### src/rtl/ctrl_pkg.sv
// Shared constants and types for the single-cycle control unit.
// This package holds the opcodes, ALU codes, FSM states, fault codes and the control bundle.
package ctrl_pkg;

  localparam logic [5:0] OP_ADDI = 6'h20;
  localparam logic [5:0] OP_LW   = 6'h21;
  localparam logic [5:0] OP_SW   = 6'h22;
  localparam logic [5:0] OP_BEQ  = 6'h23;
  localparam logic [5:0] OP_BNE  = 6'h24;
  localparam logic [5:0] OP_CALL = 6'h25;
  localparam logic [5:0] OP_RET  = 6'h26;
  localparam logic [5:0] OP_HALT = 6'h3F;

  localparam logic [4:0] ALU_ADD = 5'd0;
  localparam logic [4:0] ALU_SUB = 5'd1;

  typedef enum logic [1:0] {
    ST_RUN   = 2'd0,
    ST_HALT  = 2'd1,
    ST_FAULT = 2'd2
  } state_t;

  localparam logic [1:0] FAULT_NONE    = 2'b00;
  localparam logic [1:0] FAULT_ILLEGAL = 2'b01;
  localparam logic [1:0] FAULT_OVERFLOW  = 2'b10;
  localparam logic [1:0] FAULT_UNDERFLOW = 2'b11;

  typedef struct packed {
    logic       reg_dst;
    logic       alu_src;
    logic       mem2reg;
    logic       mem_read;
    logic       mem_write;
    logic       reg_write;
    logic       pc_src;
    logic [4:0] alu_op;
    logic       push;
    logic       pop;
  } ctrl_t;

endpackage

### src/rtl/ctrl_decode.sv
// Combinational opcode decode. It produces the RUN-state control bundle,
// and it flags halt and fault requests for the owning FSM.
module ctrl_decode
  import ctrl_pkg::*;
#(
  parameter int ILLEGAL_TRAP = 1
) (
  input  logic [5:0] op,
  input  logic       zero,
  input  logic       stack_valid,
  output ctrl_t      ctrl,
  output logic       halt_req,
  output logic       fault_req,
  output logic [1:0] fault_code
);

  always_comb begin
    ctrl       = '0;
    halt_req   = 1'b0;
    fault_req  = 1'b0;
    fault_code = FAULT_NONE;
    if (!op[5]) begin
      ctrl.reg_dst   = 1'b1;
      ctrl.reg_write = 1'b1;
      ctrl.alu_op    = op[4:0];
    end else begin
      case (op)
        OP_ADDI: begin
          ctrl.alu_src   = 1'b1;
          ctrl.reg_write = 1'b1;
          ctrl.alu_op    = ALU_ADD;
        end
        OP_LW: begin
          ctrl.alu_src   = 1'b1;
          ctrl.mem2reg   = 1'b1;
          ctrl.mem_read  = 1'b1;
          ctrl.reg_write = 1'b1;
          ctrl.alu_op    = ALU_ADD;
        end
        OP_SW: begin
          ctrl.alu_src   = 1'b1;
          ctrl.mem_write = 1'b1;
          ctrl.alu_op    = ALU_ADD;
        end
        OP_BEQ: begin
          ctrl.alu_op = ALU_SUB;
          ctrl.pc_src = zero;
        end
        OP_BNE: begin
          ctrl.alu_op = ALU_SUB;
          ctrl.pc_src = ~zero;
        end
        // The return register has one entry, so a second CALL overflows it.
        OP_CALL: begin
          if (stack_valid) begin
            fault_req  = 1'b1;
            fault_code = FAULT_OVERFLOW;
          end else begin
            ctrl.push   = 1'b1;
            ctrl.pc_src = 1'b1;
          end
        end
        OP_RET: begin
          if (!stack_valid) begin
            fault_req  = 1'b1;
            fault_code = FAULT_UNDERFLOW;
          end else begin
            ctrl.pop = 1'b1;
          end
        end
        OP_HALT: halt_req = 1'b1;
        default: begin
          if (ILLEGAL_TRAP != 0) begin
            fault_req  = 1'b1;
            fault_code = FAULT_ILLEGAL;
          end
        end
      endcase
    end
  end

endmodule

### src/rtl/control_fsm.sv
// RUN/HALT/FAULT control FSM. It gates the decoded controls and owns the
// state, return-register valid, fault code and retired-instruction counter.
module control_fsm
  import ctrl_pkg::*;
#(
  parameter int CNT_W        = 32,
  parameter int ILLEGAL_TRAP = 1
) (
  input  logic             clk,
  input  logic             reset,
  input  logic [5:0]       op,
  input  logic             zero,
  output logic             RegDst,
  output logic             ALUSrc,
  output logic             Mem2Reg,
  output logic             MemRead,
  output logic             MemWrite,
  output logic             RegWrite,
  output logic             PCSrc,
  output logic [4:0]       ALUOp,
  output logic             push,
  output logic             pop,
  output logic             halted,
  output logic [1:0]       fault,
  output logic             stack_valid,
  output logic [CNT_W-1:0] instret
);

  state_t           state_reg;
  logic             stack_valid_reg;
  logic [1:0]       fault_reg;
  logic [CNT_W-1:0] instret_reg;

  ctrl_t      dec_ctrl;
  ctrl_t      ctrl_out;
  logic       halt_req;
  logic       fault_req;
  logic [1:0] fault_code;

  ctrl_decode #(
    .ILLEGAL_TRAP(ILLEGAL_TRAP)
  ) u_decode (
    .op         (op),
    .zero       (zero),
    .stack_valid(stack_valid_reg),
    .ctrl       (dec_ctrl),
    .halt_req   (halt_req),
    .fault_req  (fault_req),
    .fault_code (fault_code)
  );

  // Faulting opcodes already decode to an all-zero bundle; this handles reset and the idle states.
  assign ctrl_out = (state_reg == ST_RUN && !reset) ? dec_ctrl : '0;

  assign RegDst   = ctrl_out.reg_dst;
  assign ALUSrc   = ctrl_out.alu_src;
  assign Mem2Reg  = ctrl_out.mem2reg;
  assign MemRead  = ctrl_out.mem_read;
  assign MemWrite = ctrl_out.mem_write;
  assign RegWrite = ctrl_out.reg_write;
  assign PCSrc    = ctrl_out.pc_src;
  assign ALUOp    = ctrl_out.alu_op;
  assign push     = ctrl_out.push;
  assign pop      = ctrl_out.pop;

  assign halted      = (state_reg == ST_HALT);
  assign fault       = fault_reg;
  assign stack_valid = stack_valid_reg;
  assign instret     = instret_reg;

  always_ff @(posedge clk) begin
    if (reset) begin
      state_reg       <= ST_RUN;
      stack_valid_reg <= 1'b0;
      fault_reg       <= FAULT_NONE;
      instret_reg     <= '0;
    end else if (state_reg == ST_RUN) begin
      if (halt_req) begin
        state_reg <= ST_HALT;
      end else if (fault_req) begin
        state_reg <= ST_FAULT;
        fault_reg <= fault_code;
      end else begin
        if (instret_reg != '1) begin
          instret_reg <= instret_reg + CNT_W'(1);
        end
        if (dec_ctrl.push) begin
          stack_valid_reg <= 1'b1;
        end else if (dec_ctrl.pop) begin
          stack_valid_reg <= 1'b0;
        end
      end
    end
  end

endmodule

### config.mk
export PLATFORM = sky130hd
export DESIGN_NAME = control_fsm
export DESIGN_NICKNAME = d
export VERILOG_FILES = /design/src/rtl/ctrl_pkg.sv /design/src/rtl/ctrl_decode.sv /design/src/rtl/control_fsm.sv
export SDC_FILE = /design/constraint.sdc
export NUM_CORES = 1
export LEC_CHECK = 0
export CELL_PAD_IN_SITES_DETAIL_PLACEMENT = 0
export CELL_PAD_IN_SITES_GLOBAL_PLACEMENT = 1
export CORE_AREA = 2 2 87 89
export CTS_CLUSTER_SIZE = 14
export DETAILED_ROUTE_END_ITERATION = 8
export DIE_AREA = 0 0 89 91
export PLACE_DENSITY = 0.73
export SYNTH_ARGS = -nofsm -noshare
export SYNTH_HDL_FRONTEND = slang
export SYNTH_SLANG_ARGS = --single-unit
### constraint.sdc
create_clock -name clk -period 2.2 [get_ports clk]
set_input_delay 0.44 -clock clk [delete_from_list [all_inputs] [get_ports clk]]
set_output_delay 0.44 -clock clk [all_outputs]
set_load 0.02 [all_outputs]
======== Yosys cells after proc, flatten, opt, wreduce, memory -nomap -nowiden ========
Cells that the tools add are included.
storage, ports and cells
  flip-flop bits (word level) ............. 37
  latch bits .............................. 0
  memory bits (writable) .................. 0
  bits in read-only memories .............. 0
  input bits .............................. 9
  output and inout bits ................... 50
  word-level logic and storage cells ...... 60
  memories ................................ 0
operators by class
  add/subtract/negate cells ............... 1
  multiply operators ...................... 0
  divide/modulo/power cells ............... 0
  magnitude comparators ................... 0
  equal/unequal tests ..................... 10
  shift operators ......................... 0
  multiplexer cells ....................... 29
  bitwise gates (word level) .............. 3
  reductions and logical operators ........ 13
operator list
  kind                                                 number
  equality test 6 bit, second input constant           8
  adder 32 x 1 -> 32 bit, second input constant        1
  != test 32 bit, second input constant                1
  2-to-1 mux 1 bit                                     16
  2-to-1 mux 14 bit                                    1
  2-to-1 mux 2 bit                                     7
  AND reduction 4 bit                                  2
  case mux 1 bit (3 select lines)                      2
  case mux 2 bit (3 select lines)                      1
  OR reduction 6 bit                                   1
  2-to-1 mux 5 bit                                     1
  2-to-1 mux 4 bit                                     1
  nonzero test 2 bit                                   2
  OR reduction 2 bit                                   2
  NOT 1 bit                                            3
  AND reduction 3 bit                                  1
  OR reduction 3 bit                                   1
  equality test 2 x 1 -> 1 bit, second input constant  1
  zero test 2 bit                                      1
  AND reduction 2 bit                                  1
  logical AND 1 bit                                    1
  zero test 1 bit                                      1

======== Depth between registers and ports, before layout ========
Gate-level depths: netlist of run 1.
  word-level depth ........................ 6
  mapped depth ............................ 7
  depth with buffers taken out ............ 6

======== By module ========
A second synthesis of run 1 with hierarchy kept.
unflattened totals
  cell total of the unflattened synthesis .. 269
  area total of the unflattened synthesis .. 2179.6 um^2
modules (own cells, without submodules)
  module       times used  cells an instance  area an instance (um^2)  seq. area each (um^2)
  control_fsm  1           229                1944.4                   740.7
  ctrl_decode  1           40                 235.2                    0.0

======== Least setup slack after synthesis of run 1 ========
OpenSTA, ideal clock, no wires.
  path kind ............................... input -> output
  start ................................... in reset
  end ..................................... out MemRead
  arrival ................................. 2.109 ns
  required time ........................... 1.760 ns
  slack ................................... -0.349 ns
  cell stages on the path ................. 6
  path buffers ............................ 2
  cell sequence ........................... or3_1 clkbuf_1 or3_1 or2_2 nor2_1 buf_4
on the way
  longest elaborated chain between the ends .. 3
RTL lines
  what               RTL line           text
  from (decl)        control_fsm.sv:10  input logic reset,
  zero test 1 bit    control_fsm.sv:53  assign ctrl_out = (state_reg == ST_RUN && !reset) ? dec_ctrl : '0;
  logical AND 1 bit  control_fsm.sv:53
  2-to-1 mux 14 bit  control_fsm.sv:53
  to (decl)          control_fsm.sv:16  output logic MemRead,
No other way between the ends.

======== Worst setup path in the final report of run 1 ========
  start ................................... reg state_reg[0]
  end ..................................... out MemWrite
on the way
  longest elaborated chain between the ends .. 3
RTL lines
  what                    RTL line           text
  from (decl)             control_fsm.sv:29  state_t state_reg;
  from (signal assigned)  control_fsm.sv:73  state_reg <= ST_RUN;
  from (signal assigned)  control_fsm.sv:79  state_reg <= ST_HALT;
  from (signal assigned)  control_fsm.sv:81  state_reg <= ST_FAULT;
  zero test 2 bit         control_fsm.sv:53
  logical AND 1 bit       control_fsm.sv:53
  2-to-1 mux 14 bit       control_fsm.sv:53
  to (decl)               control_fsm.sv:17  output logic MemWrite,
No other way between the ends.

==> impl_metrics.toml, run 1 <==
[placed_design]
dp_cells = 457
gp_congestion = 0.802
placement.io_buffers = 58
place_ws_ns = -0.915
dp.final_hpwl_mm = 4.58

[worst_hold_path]
worstHoldPathType = "register to register"
hold_start = "fault[0]"

[floorplan]
fp.dieW_um = 89
core_um2 = 7140
rows = 31
die_y_um = 91
io_pins = 59
initial_core_util_pct = 30.3
die_area_um2 = 8100

[critical_path]
ff2ff_setup_slack_ns = 0.14
worst_ep_arrival_time_ns = 1.85
crit_fanout = 4
critPathLaunch = "state_reg[0]"
critPathKind = "register to primary output"
timing.rr.start = "instret[0]"
cp-end-kind = "primary output"
cp.required_ns = 1.76
cp-start-kind = "register"

[timing]
grt_setup_unrepaired = "yes"
slew_headroom_pct = 64.1
hold_ws_ns = 0.477
hold_violations = 0
clock_skew_ns = 0.00352
worstMarginPinSlew_ns = 0.537
slew_viol_final = 0
period_needed_ns = 2.29
fin_setup_tns_ns = -0.444
timing.final.crit_share_pct = 104
setup_viol = 5
fin_ws_ns = -0.0946
max_freq_mhz = 436

[power]
max-vdd-ir-drop_v = 0.000264
power-per-cell-area_nw_per_um2 = 416
pwr-share-comb_pct = 16.3
p_int_uw = 1040
pwr-share-seq_pct = 49.2
clkPwrFrac_pct = 34.5
switchingPower_uw = 364
leakagePower_uw = 0.00117
netSwitchingFraction_pct = 26.0

[yosys]
synth-main-ff-cell = "dfxtp_1"
yosysWarnings = 0
synth-edff-count = 0
synth_nets = 279
syn_area_um2 = 2160
synthArstFlopShare_pct = 0
synthCells = 269
synth.distinct_cells = 50
seq_area_frac_synth_pct = 34.3
ys_ff_latch = 37
avgSynthCellArea_um2 = 8.04

[layout]
drive_above_1_share_pct = 27.9
largest_reg_flops = 32
seqCellArea_um2 = 743
fin_util_pct = 47.1
area_growth_pct = 55.5
nFillCells = 749
antenna_cells = 0
final_nets = 376
multiInputGateArea_um2 = 1480
fin_cells = 465

[drt]
drc = 0
final_antenna_net_count = 0
vias = 2404
top_layer = "met4"
wire_per_inst_um = 13.8
met3_length_um = 251
wirelength_mm = 6.40
first_pass_iters = 4
dr_wl_met2_mm = 2.98
drtIter0Drc = 113
wl_met1_mm = 3.08
vias_per_cell = 5.17

[cts]
cts-root-buf = "clkbuf_8"
cts_sinks = 37
cts.htree.levels = 2
numCtsBuffers = 5
clk_pin_slew_ns = 0.07
cts_tree = "yes"
clockBufferDepth = 2
clock_latency_ns = 0.29
postCtsHoldBufs = 0

[global_route]
grt_pass1_vias = 2335
overflow = 0
antenna_found_initial = 0
grt_usage_pct = 16.4
grt_max_degree = 42
grt_pass1_wl_mm = 10.8

[status]
status = "complete, but fails checks"
violations = "setup timing"

[job]
maxCapViolCount = 0
## per-stage QoR
stage / area [um^2] / power (uW)
floorplan: 2190 / 809
global placement: 3160 / 919
detailed placement: 3160 / 921
CTS: 3320 / 1410
global route: 3360 / 1460
finish: 3360 / 1400
## cells in the mapped netlist, drive strengths merged, types with 2 or more instances
library cell   n  area (um^2)
a21oi         29          145
a311oi         2         17.5
and2           5         31.3
and3           8         50.1
and4           6         55.1
buf            7         46.3
clkbuf         7         26.3
dfxtp         37          741
inv            9         33.8
mux2           3         33.8
mux2i          3         33.8
nand2         17         66.3
nand3         10         62.6
nand4         11         68.8
nor2          17         63.8
nor2b          4         25.0
nor3           5         25.0
nor3b          2         15.0
nor4           5         31.3
o2111ai        2         17.5
o211ai         2         20.0
o21ai         16         80.1
o31ai         14          105
or2            2         12.5
or3           12         75.1
or4           16          121
xnor2          2         17.5
xor2           3         26.3
## critical path, stage by stage (launching register included)
cell	delay, ns
dfxtp_2	0.32
or3_4	0.37
or3_4	0.34
or2_4	0.28
nor3_2	0.10
buf_4	0.16
## cell usage in the layout (no fill, tap or decap), drive strengths merged, types with 11 or more instances in the layout
master and n:
or4 16, a21oi 29, buf 55, dfxtp 37, clkdlybuf4s50 38, nand2 17
nor2 17, or3 13, o31ai 14, o21ai 16, nand4 11
## power groups by stage
stage,Clock [uW],Combinational (uW),Sequential [uW]
6_report,483,228,689
5_1_grt,521,250,690
4_1_cts,498,223,689
3_5_place_dp,0,217,704
3_3_place_gp,0,216,704
2_1_floorplan,0,95.0,714
## layout make-up
class / instances / share of cell area, %
clock buffers: 7 / 2.57
inverters: 9 / 1.00
well taps: 99 / 3.68
flip-flops and latches: 37 / 22.1
multi-input cells: 210 / 44.0
repair buffers: 103 / 26.6
## cell families (layout without fill, tap and decap cells)
| family | Yosys count | count (layout) | share of synthesized area (%) |
|---|---|---|---|
| AND/OR/NAND/NOR | 125 | 126 | 34.7 |
| XOR/XNOR | 5 | 5 | 2.03 |
| adder cells (fa/ha/maj) | 1 | 1 | 0.579 |
| multiplexers | 6 | 6 | 3.12 |
| AO/OA/AOI/OAI | 72 | 72 | 20.4 |
| flip-flops | 37 | 37 | 34.3 |
| buffers and inverters | 23 | 119 | 4.92 |
## repair_timing
item	in CTS	in global routing
pin swaps	4	5
setup buffers	0	0
gates resized for setup	80	17
cloned	1	0
endpoints found under the hold margin	0	0
endpoints found under the setup margin	37	30
## metal layers
| layer | vias up | GRT usage, % |
|---|---|---|
| li1 | 1216 | - |
| met1 | 1135 | 22.9 |
| met2 | 47 | 25.7 |
| met3 | 6 | 2.91 |
| met4 | 0 | 4.48 |
| met5 | - | 0 |
## path summary, 6_finish.rpt
kind                                     to  cells past startpoint
worst max-delay path               MemWrite                      5
worst min-delay path               fault[0]                      2
worst max register to register  instret[15]                      8
worst min register to register     fault[0]                      2
Note: power is estimated with default switching activity, not from simulation.
==> inputs of run 2 (changes only) <==
==> config.mk (replaced) <==
export PLATFORM = sky130hd
export DESIGN_NAME = control_fsm
export DESIGN_NICKNAME = d
export VERILOG_FILES = /design/src/rtl/ctrl_pkg.sv /design/src/rtl/ctrl_decode.sv /design/src/rtl/control_fsm.sv
export SDC_FILE = /design/constraint.sdc
export NUM_CORES = 1
export LEC_CHECK = 0
export CELL_PAD_IN_SITES_DETAIL_PLACEMENT = 1
export CELL_PAD_IN_SITES_GLOBAL_PLACEMENT = 2
export CORE_AREA = 2 2 96 98
export CTS_CLUSTER_SIZE = 14
export DETAILED_ROUTE_END_ITERATION = 8
export DIE_AREA = 0 0 98 100
export PLACE_DENSITY = 0.84
export SYNTH_ARGS = -nofsm -noshare
export SYNTH_HDL_FRONTEND = slang
export SYNTH_SLANG_ARGS = --single-unit
==> run 2 against run 1 <==
Effect of this change:
- the run still ends with setup timing left
- count of clock-buffer cells in the layout is 2 lower
- clock power is 50% higher
- critical path depth unchanged
- cell area increased by 3.8%
- non-clock buffer count rose by 7
- worst hold slack gained 0.0056 ns
- core utilization shrank 7.9 points
- worst setup slack lost 0.033 ns
- fmax decreased by 1.4%
- clock skew is 0.0086 ns higher
- critical path type unchanged
==> impl_metrics.toml, run 2 (synthesized netlist as in run 1, its figures left out) <==
[drt]
vias = 2522
first_pass_iters = 4
wirelength_mm = 7.36
vias_per_cell = 5.20
drc = 0
wire_per_inst_um = 15.2
drtIter0Drc = 86
final_antenna_net_count = 0

[status]
violations = "setup timing"
status = "complete, but fails checks"

[floorplan]
initial_core_util_pct = 24.3
core_um2 = 8890
rows = 35
die_area_um2 = 9800
io_pins = 59
die_y_um = 100
fp.dieW_um = 98

[worst_hold_path]
hold_start = "fault[0]"
holdPathStages = 2
worstHoldPathType = "register to register"
hold-path-endpoint = "fault[0]"

[cts]
cts.htree.levels = 2
cts-root-buf = "clkbuf_8"
numCtsBuffers = 5
cts_sinks = 37
clk_pin_slew_ns = 0.09
postCtsHoldBufs = 0
cts_tree = "yes"
clockBufferDepth = 2
clock_latency_ns = 0.31

[power]
leakagePower_uw = 0.00123
max-vdd-ir-drop_v = 0.000246
power-per-cell-area_nw_per_um2 = 474
total_power_uw = 1650

[timing]
clock_skew_ns = 0.0121
fin_ws_ns = -0.128
max_freq_mhz = 430
worstMarginPinSlew_ns = 0.438
period_needed_ns = 2.33
setup_viol = 5
grt_setup_unrepaired = "yes"
timing.final.crit_share_pct = 106
slew_viol_final = 0
slew_headroom_pct = 70.6
hold_violations = 0

[critical_path]
cp.required_ns = 1.76
worst_path_max_delay_cell = "or3_4"
cpMostUsedCell = "or3_4"
crit_fanout = 4
path_cells = "or3_4, or3_4, or2_4, nor3_4, buf_6"
max_stage_delay_ns = 0.37
cp-start-kind = "register"
rr_worst_depth = 8
r2r-end = "instret[15]"
critPathKind = "register to primary output"
path_buf_inv = 1
cp-end-kind = "primary output"
worst_ep_arrival_time_ns = 1.89
ff2ff_setup_slack_ns = 0.11
cp_top_family = "simple AND/OR/NAND/NOR gates"
timing.rr.start = "instret[0]"

[layout]
antenna_cells = 0
nFillCells = 1063
layout_commonest_cell = "buf_4"
final_nets = 383
largest_reg_flops = 32
mostFrequentLayoutCells = "buf_4, clkdlybuf4s50_1, dfxtp_1, a21oi_1"
seqCellArea_um2 = 744
multiInputGateArea_um2 = 1490
area_growth_pct = 61.4
drive_above_1_share_pct = 29.9

[global_route]
top_usage_layer = "met2"
grt_use_met2_pct = 25.4
antenna_found_initial = 0
overflow = 0
grt_pass1_vias = 2446
grt_pass1_wl_mm = 11.7
use_met1_pct = 17.9
grt_usage_pct = 14.4
use_met3_pct = 2.51
grt_max_degree = 42

[job]
maxCapViolCount = 0

[placed_design]
gp_congestion = 0.820
dp.final_hpwl_mm = 5.37
place_ws_ns = -0.914
placement.io_buffers = 58
[run 2: tightest hold or removal path, delay by kind of cell (launching register included)]
kind	cells	cell delay, ns
compound gates	2	0.13
flops	1	0.32
[run 2: cell type report]
class                   instances  share of cell area, %
clock buffers                   5                   1.97
clock inverters                 3                   1.86
inverters                       9                  0.968
multi-input cells             210                   42.7
flip-flops and latches         37                   21.3
well taps                     111                   3.98
repair buffers                110                   27.2
[run 2: power by group]
part | switching [uW] | internal (uW)
Clock | 272 | 451
Combinational | 129 | 112
Sequential | 9.31 | 681
Total | 411 | 1240
[run 2: how the worst max path moves through the flow]
stage / start / end / cells past startpoint
final: state_reg[0] / MemWrite / 5
after global routing: state_reg[0] / MemWrite / 5
after CTS: state_reg[0] / MemWrite / 5
after detailed placement: reset / MemWrite / 6
after global placement: reset / RegWrite / 6
after floorplan: reset / MemRead / 6
[run 2: timing repair]
item	4_1_cts	5_1_grt
pin swaps	5	6
gates resized for setup	80	22
gates cloned	1	0
endpoints found under the hold margin	0	0
setup buffers	1	1
setup endpoints to repair	35	27
[run 2: layer usage]
metal / vias to the layer above / wire (um)
met1: 1228 / 3310
met5: - / 0
met3: 8 / 256
met4: 0 / 99
li1: 1238 / -
met2: 48 / 3690
[run 2: metrics by stage]
stage	utilization, %	TNS (ns)	instances	hold WS (ns)	area [um^2]
after floorplan	-	-0.0957	269	0.465	2190
after global placement	36.1	-20.21	474	0.470	3210
after detailed placement	36.1	-21.63	474	0.480	3210
after CTS	38.1	-0.688	484	0.492	3390
after global routing	39.3	-0.888	485	0.535	3490
final	39.3	-0.564	485	0.482	3490
==> inputs of run 3 (changes only) <==
--- a/config.mk
+++ b/config.mk
@@ -8,10 +8,11 @@
 export CELL_PAD_IN_SITES_DETAIL_PLACEMENT = 1
 export CELL_PAD_IN_SITES_GLOBAL_PLACEMENT = 2
 export CORE_AREA = 2 2 96 98
+export CTS_CLUSTER_DIAMETER = 200
 export CTS_CLUSTER_SIZE = 14
 export DETAILED_ROUTE_END_ITERATION = 8
 export DIE_AREA = 0 0 98 100
-export PLACE_DENSITY = 0.84
+export PLACE_DENSITY = 0.79
 export SYNTH_ARGS = -nofsm -noshare
 export SYNTH_HDL_FRONTEND = slang
 export SYNTH_SLANG_ARGS = --single-unit
==> run 3 against run 2 <==
Effect of this change:
- highest routed layer unchanged
- die area unchanged
- worst hold slack better by 0.0045 ns
- non-clock buffer count up 1
- sequential power about the same
- the run still ends with setup timing left
- largest power group is now sequential cells
- sequential share of layout area up 0.27 points
- global-route usage up 0.65 points
- clock skew down 0.0049 ns
- clock power down 39%
==> impl_metrics.toml, run 3 (synthesized netlist as in run 1, its figures left out) <==
[placed_design]
place_ws_ns = -0.900
dp.final_hpwl_mm = 5.39
placement.io_buffers = 58
dpl_cell_area_um2 = 3190
gp_congestion = 0.787

[drt]
wirelength_mm = 7.37
wire_per_inst_um = 15.3
vias = 2511
drc = 0
vias_per_cell = 5.20
drtIter0Drc = 66
final_antenna_net_count = 0
first_pass_iters = 4

[power]
total_power_uw = 1380
max-vdd-ir-drop_v = 0.000201
power-per-cell-area_nw_per_um2 = 401
leakagePower_uw = 0.00121

[timing]
hold_ws_ns = 0.487
period_needed_ns = 2.30
grt_setup_unrepaired = "yes"
setup_viol = 6
fin_ws_ns = -0.0993
slew_viol_final = 0
timing.final.crit_share_pct = 105
clock_skew_ns = 0.00717
slew_headroom_pct = 69.8
hold_violations = 0
max_freq_mhz = 435
worstMarginPinSlew_ns = 0.449

[global_route]
grt_pass1_wl_mm = 12.5
overflow = 0
antenna_found_initial = 0
grt_pass1_vias = 2589
grt_max_degree = 42
grt_usage_pct = 15.1

[floorplan]
fp.dieW_um = 98
rows = 35
die_y_um = 100
initial_core_util_pct = 24.3
io_pins = 59
core_um2 = 8890
die_area_um2 = 9800

[critical_path]
crit_fanout = 2
max_stage_delay_ns = 0.59
crit_end = "PCSrc"
path_buf_inv = 2
worst_ep_arrival_time_ns = 1.86
cp_top_family = "buffers and inverters"
critPathKind = "input pin to primary output"
ff2ff_setup_slack_ns = 0.12
critPathLaunch = "op[2]"
worst_path_max_delay_cell = "or4b_2"
timing.rr.start = "instret[0]"
cp.required_ns = 1.76
cp-start-kind = "input pin"
cp-end-kind = "primary output"
rr_worst_depth = 8
path_cells = "clkdlybuf4s50_1, or4b_2, a21oi_1, buf_4"
crit_cells = 4
r2r-end = "instret[15]"

[worst_hold_path]
worstHoldPathType = "register to register"

[layout]
final_area_um2 = 3450
area_growth_pct = 59.4
drive_above_1_share_pct = 30.6
largest_reg_flops = 32
antenna_cells = 0
final_nets = 383
mostFrequentLayoutCells = "buf_4, clkdlybuf4s50_1, dfxtp_1, a21oi_1"
layout_commonest_cell = "buf_4"

[cts]
cts-root-buf = "clkbuf_8"
clock_latency_ns = 0.29
clk_pin_slew_ns = 0.07
cts.htree.levels = 2
cts_tree = "yes"
clockBufferDepth = 2
numCtsBuffers = 5
cts_sinks = 37

[status]
violations = "setup timing"
status = "complete, but fails checks"

[job]
maxCapViolCount = 0
==> run 3: how the worst min path moves through the flow <==
stage,end,from,cells past startpoint
floorplan,state_reg[0],state_reg[0],2
global placement,fault[0],fault[0],2
detailed placement,fault[0],fault[0],2
CTS,fault[0],fault[0],2
global route,fault[0],fault[0],2
finish,fault[0],fault[0],2
==> run 3: layer usage <==
metal / routed length, um / up-vias / GRT usage (%)
met4: 85 / 0 / 3.95
li1: - / 1234 / -
met2: 3640 / 47 / 26.8
met5: 0 / - / 0
met1: 3430 / 1223 / 19.2
met3: 216 / 7 / 2.09
==> run 3: repair_timing <==
action,4_1_cts,5_1_grt
buffers inserted,4,1
endpoints found under the setup margin,39,27
pin swaps,7,6
cloned,0,0
hold buffers,0,0
gates resized for setup,81,25
==> run 3: final cells by class <==
class	count	area, um^2
Sequential cell	37	744
Tap cell	111	139
Clock buffer	5	68.8
Clock inverter	1	5.00
Inverter	9	33.8
Multi-Input combinational cell	209	1490
Fill cell	1048	5440
Timing Repair Buffer	111	968
==> run 3: per-stage QoR <==
stage | util [%] | setup TNS, ns | instances
global route | 38.8 | -0.805 | 483
global placement | 35.9 | -21.15 | 472
detailed placement | 35.9 | -23.28 | 472
floorplan | - | -0.0957 | 269
finish | 38.8 | -0.444 | 483
CTS | 37.5 | -0.659 | 482
==> run 3: worst register-to-register path, cell delays in order (launching register included) <==
cell and delay [ns]:
dfxtp_2 0.35, ha_1 0.23, and2_1 0.20, nand4_1 0.20, buf_4 0.19, nor3_1 0.05
buf_4 0.17, or4_4 0.52, a21oi_2 0.13
==> run 3: power breakdown <==
group	internal [uW]	switching, uW
logic	115	131
registers	681	9.49
clock network	209	236
total	1000	377
